### src/rtl/cpu_pkg.sv
// Shared definitions for the 8-bit core: instruction classes, branch conditions,
// sequencer states and status bit positions.
package cpu_pkg;

    localparam int unsigned OP_W    = 3;
    localparam int unsigned COND_W  = 2;
    localparam int unsigned STATE_W = 3;

    localparam int unsigned STAT_Z = 0;
    localparam int unsigned STAT_C = 1;

    localparam logic [OP_W-1:0] OP_NOP    = 3'b000;
    localparam logic [OP_W-1:0] OP_ALU    = 3'b001;
    localparam logic [OP_W-1:0] OP_ALU_NF = 3'b010;
    localparam logic [OP_W-1:0] OP_LDS    = 3'b011;
    localparam logic [OP_W-1:0] OP_JMP    = 3'b100;
    localparam logic [OP_W-1:0] OP_BRC    = 3'b101;
    localparam logic [OP_W-1:0] OP_HALT   = 3'b110;

    localparam logic [COND_W-1:0] COND_AL = 2'b00;
    localparam logic [COND_W-1:0] COND_Z  = 2'b01;
    localparam logic [COND_W-1:0] COND_C  = 2'b10;
    localparam logic [COND_W-1:0] COND_NZ = 2'b11;

    typedef enum logic [STATE_W-1:0] {
        ST_IDLE   = 3'd0,
        ST_FETCH  = 3'd1,
        ST_DECODE = 3'd2,
        ST_EXEC   = 3'd3,
        ST_WB     = 3'd4,
        ST_HALT   = 3'd5
    } state_e;

endpackage

### src/rtl/cond_eval.sv
// Branch condition evaluator: decides whether a condition holds for the given
// Z/C status bits. Purely combinational.
module cond_eval
    import cpu_pkg::*;
#(
    parameter int unsigned NumStatusBits = 2
) (
    input  logic [COND_W-1:0]        cond,
    input  logic [NumStatusBits-1:0] status,
    output logic                     taken
);

    always_comb begin
        taken = 1'b0;
        case (cond)
            COND_AL: taken = 1'b1;
            COND_Z:  taken = status[STAT_Z];
            COND_C:  taken = status[STAT_C];
            COND_NZ: taken = ~status[STAT_Z];
        endcase
    end

endmodule

### src/rtl/stat_seq_ctrl.sv
// Multi-cycle FETCH/DECODE/EXEC/WB sequencer; strobes are combinational decodes
// of the state, the class/cond latched in DECODE, and the live inputs.
module stat_seq_ctrl
    import cpu_pkg::*;
#(
    parameter int unsigned NumStatusBits = 2
) (
    input  logic                     clk,
    input  logic                     res_n,
    input  logic                     run,
    input  logic                     mem_ready,
    input  logic [OP_W-1:0]          op_class,
    input  logic [COND_W-1:0]        cond,
    input  logic [NumStatusBits-1:0] status,
    input  logic                     alu_done,
    output logic                     mem_req,
    output logic                     ir_load,
    output logic                     pc_inc,
    output logic                     pc_load,
    output logic                     alu_start,
    output logic                     reg_wr_en,
    output logic                     stat_wr_en,
    output logic                     sel_stat_in_alu_decoder,
    output logic                     halted,
    output logic [STATE_W-1:0]       state_dbg
);

    state_e              state_q, state_d;
    logic [OP_W-1:0]     cls_q, cls_d;
    logic [COND_W-1:0]   cond_q, cond_d;
    logic                first_q, first_d;
    logic                brc_taken;

    cond_eval #(
        .NumStatusBits (NumStatusBits)
    ) u_cond_eval (
        .cond   (cond_q),
        .status (status),
        .taken  (brc_taken)
    );

    always_ff @(posedge clk) begin
        if (!res_n) begin
            state_q <= ST_IDLE;
            cls_q   <= OP_NOP;
            cond_q  <= COND_AL;
            first_q <= 1'b0;
        end else begin
            state_q <= state_d;
            cls_q   <= cls_d;
            cond_q  <= cond_d;
            first_q <= first_d;
        end
    end

    always_comb begin
        state_d                 = state_q;
        cls_d                   = cls_q;
        cond_d                  = cond_q;
        first_d                 = 1'b0;
        mem_req                 = 1'b0;
        ir_load                 = 1'b0;
        pc_inc                  = 1'b0;
        pc_load                 = 1'b0;
        alu_start               = 1'b0;
        reg_wr_en               = 1'b0;
        stat_wr_en              = 1'b0;
        sel_stat_in_alu_decoder = 1'b0;
        halted                  = 1'b0;

        case (state_q)
            ST_IDLE: begin
                if (run) state_d = ST_FETCH;
            end
            ST_FETCH: begin
                mem_req = 1'b1;
                if (mem_ready) begin
                    ir_load = 1'b1;
                    pc_inc  = 1'b1;
                    state_d = ST_DECODE;
                end
            end
            ST_DECODE: begin
                cls_d  = op_class;
                cond_d = cond;
                case (op_class)
                    OP_ALU, OP_ALU_NF: begin
                        state_d = ST_EXEC;
                        first_d = 1'b1;
                    end
                    OP_LDS, OP_JMP, OP_BRC: state_d = ST_WB;
                    OP_HALT:                state_d = ST_HALT;
                    // NOP and the illegal class both retire here
                    default:                state_d = run ? ST_FETCH : ST_IDLE;
                endcase
            end
            ST_EXEC: begin
                alu_start = first_q;
                if (alu_done) state_d = ST_WB;
            end
            ST_WB: begin
                case (cls_q)
                    OP_ALU: begin
                        reg_wr_en               = 1'b1;
                        stat_wr_en              = 1'b1;
                        sel_stat_in_alu_decoder = 1'b1;
                    end
                    OP_ALU_NF: reg_wr_en  = 1'b1;
                    OP_LDS:    stat_wr_en = 1'b1;
                    OP_JMP:    pc_load    = 1'b1;
                    OP_BRC:    pc_load    = brc_taken;
                    default:   ;
                endcase
                state_d = run ? ST_FETCH : ST_IDLE;
            end
            ST_HALT: begin
                halted = 1'b1;
            end
            default: state_d = ST_IDLE;
        endcase
    end

    assign state_dbg = STATE_W'(state_q);

endmodule

### config.mk
export PLATFORM = sky130hd
export DESIGN_NAME = stat_seq_ctrl
export DESIGN_NICKNAME = d
export VERILOG_FILES = /design/src/rtl/cpu_pkg.sv /design/src/rtl/cond_eval.sv /design/src/rtl/stat_seq_ctrl.sv
export SDC_FILE = /design/constraint.sdc
export NUM_CORES = 1
export LEC_CHECK = 0
export CAP_MARGIN = 20
export CORE_UTILIZATION = 45
export DETAILED_ROUTE_END_ITERATION = 16
export PLACE_DENSITY_LB_ADDON = 0.3
export RECOVER_POWER = 100
export SYNTH_ARGS = -nofsm -noshare
export SYNTH_HDL_FRONTEND = slang
export SYNTH_SLANG_ARGS = --single-unit
### constraint.sdc
create_clock -name clk -period 2.2 [get_ports clk]
set_input_delay 0.44 -clock clk [delete_from_list [all_inputs] [get_ports clk]]
set_output_delay 0.44 -clock clk [all_outputs]
set_load 0.01 [all_outputs]
==> metrics <==
Yosys warnings 0; largest cells by area after synthesis dfxtp_1 30%, mux2i_1 8.2%, nor2b_1 6.1%, xnor2_1 4.3%, bufbuf_8 3.1%; die area 0.00151 mm²; worst min-delay path category flop to flop; max-cap violations 0; CTS clk-pin slew, worst paths 0.05 ns; critical path arrival between 1.5 and 2 ns; Lkg Pwr 0.314 nW; Seq/Total Area, Yosys 29.5%; post-DP HPWL 962 µm; number of DRC markers in iteration 0 8; Max Slew Vio Count 0; period utilization between 90% and 100%; CTS tree done; Pre-antenna DRT Iters 4; first-pass GRT wire length 2060 µm; grt ovf 0; CP dominant cell by count clkdlybuf4s50_1; Clk Latency, worst-skew pair 0.27 ns; Fmax achieved around 0.46 GHz; maximum root-to-sink buffer count 2; FF+latch count, synth 9; P&R area growth vs syn 37.9%; kind of critical path primary input to output pin; Slew HR approximately 58%; wire per inst 12.6 µm; fin nets around 100; Starting Density about half; slowest stage cell, crit path clkdlybuf4s50_1; Vias 552; post-CTS setup buffer count 0; number of synthesized flops with an enable pin 0; Hold-fix buffers, CTS 0; Yosys top cell by area dfxtp_1; worst path cell trace clkdlybuf4s50_1, and4bb_2, clkdlybuf4s50_1; Synth top area share 29.5%; register area 181 µm²; # IOs 24; distinct cell type count after synthesis 33; min Tclk post-route 2.16 ns; vias in the first global route just over 500; Cell Pwr Density roughly 490 mW/mm²; # diodes 0; Die Span Y 38.8 µm; worst slew pin tran 0.621 ns; Via density 5.26; worst vdd ir 390 µV; die width between 30 and 40 µm; Crit Path Max Fanout 3; Cells after Synth 66; Port-buffer cells 23; Post-synth top flop dfxtp_1; post-synth design cell area 611 µm²; Crit path buffers/inverters 2; Worst EP required between 1.5 and 2 ns; core area 0.00119 mm²; Fillers 102; # rows 12; footprint of the multi-input gates 373 µm²; Routed WL 1320 µm; TritonCTS buffer count 3; CP max stage delay roughly 0.55 ns; # setup viols final 0; Avg Inst Size Synth between 9 and 10 µm²; H-tree levels 1; GR Util All Layers 21.6%; DRC violations left 0; initial antenna violation count 0; Clock Skew roughly 0.0063 ns; placer's final routability congestion estimate 0.706; final hold vios 0; RSZ-0062 raised after global routing no; share of layout cells above drive strength 1 17.6%; clock root buffer clkbuf_4; Tot Pwr 0.414 mW; Setup crit end kind output pin; Layout Cells excl Fill 105; family with the most delay on the worst path buffers and inverters; ys async rst share 0%; CP Launch Type primary input; count leader, synth dfxtp_1; Sink Count 9; status completed; syn_nets 78; hold slack 0.542 ns; top post-synthesis cells by count 9 x dfxtp_1, 6 x nor2b_1, 5 x mux2i_1, 5 x nand2_1; largest net degree at the start of global routing 14; dpl cells 101; Final ANT Viol Nets 0; Core Util, Final between 70% and 80%
[cell families (layout without fill, tap and decap cells)]
logic type             Yosys count  after routing  synth area share (%)
AO/OA/AOI/OAI                   12             12                  14.8
XOR/XNOR                         3              3                  4.30
buffers and inverters            6             31                  8.81
flip-flops                       9              9                  29.5
multiplexers                     5              5                  8.20
AND/OR/NAND/NOR                 31             31                  34.4
[repair_timing]
| item | CTS | global route |
|---|---|---|
| hold endpoints to repair | 0 | 0 |
| resized for setup | 5 | 5 |
| endpoints found under the setup margin | 1 | 3 |
| pin swaps | 0 | 1 |
[per-layer routing]
metal  vias up  share of wire (%)  track usage, %
met5         -                  0               0
met4         0                3.2            12.9
met3         5                4.3            8.67
met2        15                 51            38.8
met1       250                 41            20.1
li1        282                  -               -
[stage by stage]
step | setup TNS, ns | cell area [µm²] | setup WS, ns
2_1_floorplan | 0 | 611 | 0.465
3_3_place_gp | -0.349 | 831 | -0.349
3_5_place_dp | -0.382 | 831 | -0.382
4_1_cts | 0 | 852 | 0.00827
5_1_grt | 0 | 842 | 0.00591
6_report | 0 | 842 | 0.0351
[layout by cell type, fill, tap and decap left out, types with 2 or more instances in the layout]
master and n:
a21o_1 2, a21oi_1 3, and2_1 2, buf_4 3, clkbuf_1 3, clkbuf_4 3, clkdlybuf4s50_1 13, dfxtp_1 8
dlygate4sd3_1 7, mux2i_1 5, nand2_1 5, nand2b_1 3, nand3_1 2, nor2_1 2, nor2b_1 6, nor3b_1 2
xnor2_1 3
[area by class of cell]
| type | instances | area share (%) |
|---|---|---|
| Clock buffer | 4 | 3.12 |
| Timing Repair Buffer | 26 | 28.5 |
| Tap cell | 14 | 2.08 |
| Sequential cell | 9 | 21.5 |
| Multi-Input combinational cell | 51 | 44.3 |
| Inverter | 1 | 0.446 |
[where the power goes]
| group | total, mW | switching, mW | leakage (nW) | internal, mW |
|---|---|---|---|---|
| registers | 0.179 | 0.00815 | 0.0733 | 0.171 |
| logic | 0.107 | 0.0445 | 0.226 | 0.0621 |
| clock network | 0.128 | 0.0585 | 0.0150 | 0.0700 |
| total | 0.414 | 0.111 | 0.314 | 0.303 |
[registers in the layout, summed over array words and instances (netlist names)]
signal	cells
cond_q	2
first_q	1
state_dbg	3
cls_q	3
[final timing paths]
kind	from	cells past startpoint	to	slack, ns
worst max register to register	state_dbg[2]$_SDFFE_PN0P_	4	state_dbg[0]$_SDFFE_PN0P_	0.59
worst max-delay path	mem_ready	3	ir_load	0.04
worst min-delay path	cls_q[2]$_SDFFE_PN0P_	2	cls_q[2]$_SDFFE_PN0P_	0.54
worst min register to register	cls_q[2]$_SDFFE_PN0P_	2	cls_q[2]$_SDFFE_PN0P_	0.54
[worst min-delay path: stages, from the launching register on]
cell and delay, ns:
dfxtp_1 0.32, mux2i_1 0.12, nor2b_1 0.05
(Power assumes the default switching activity.)
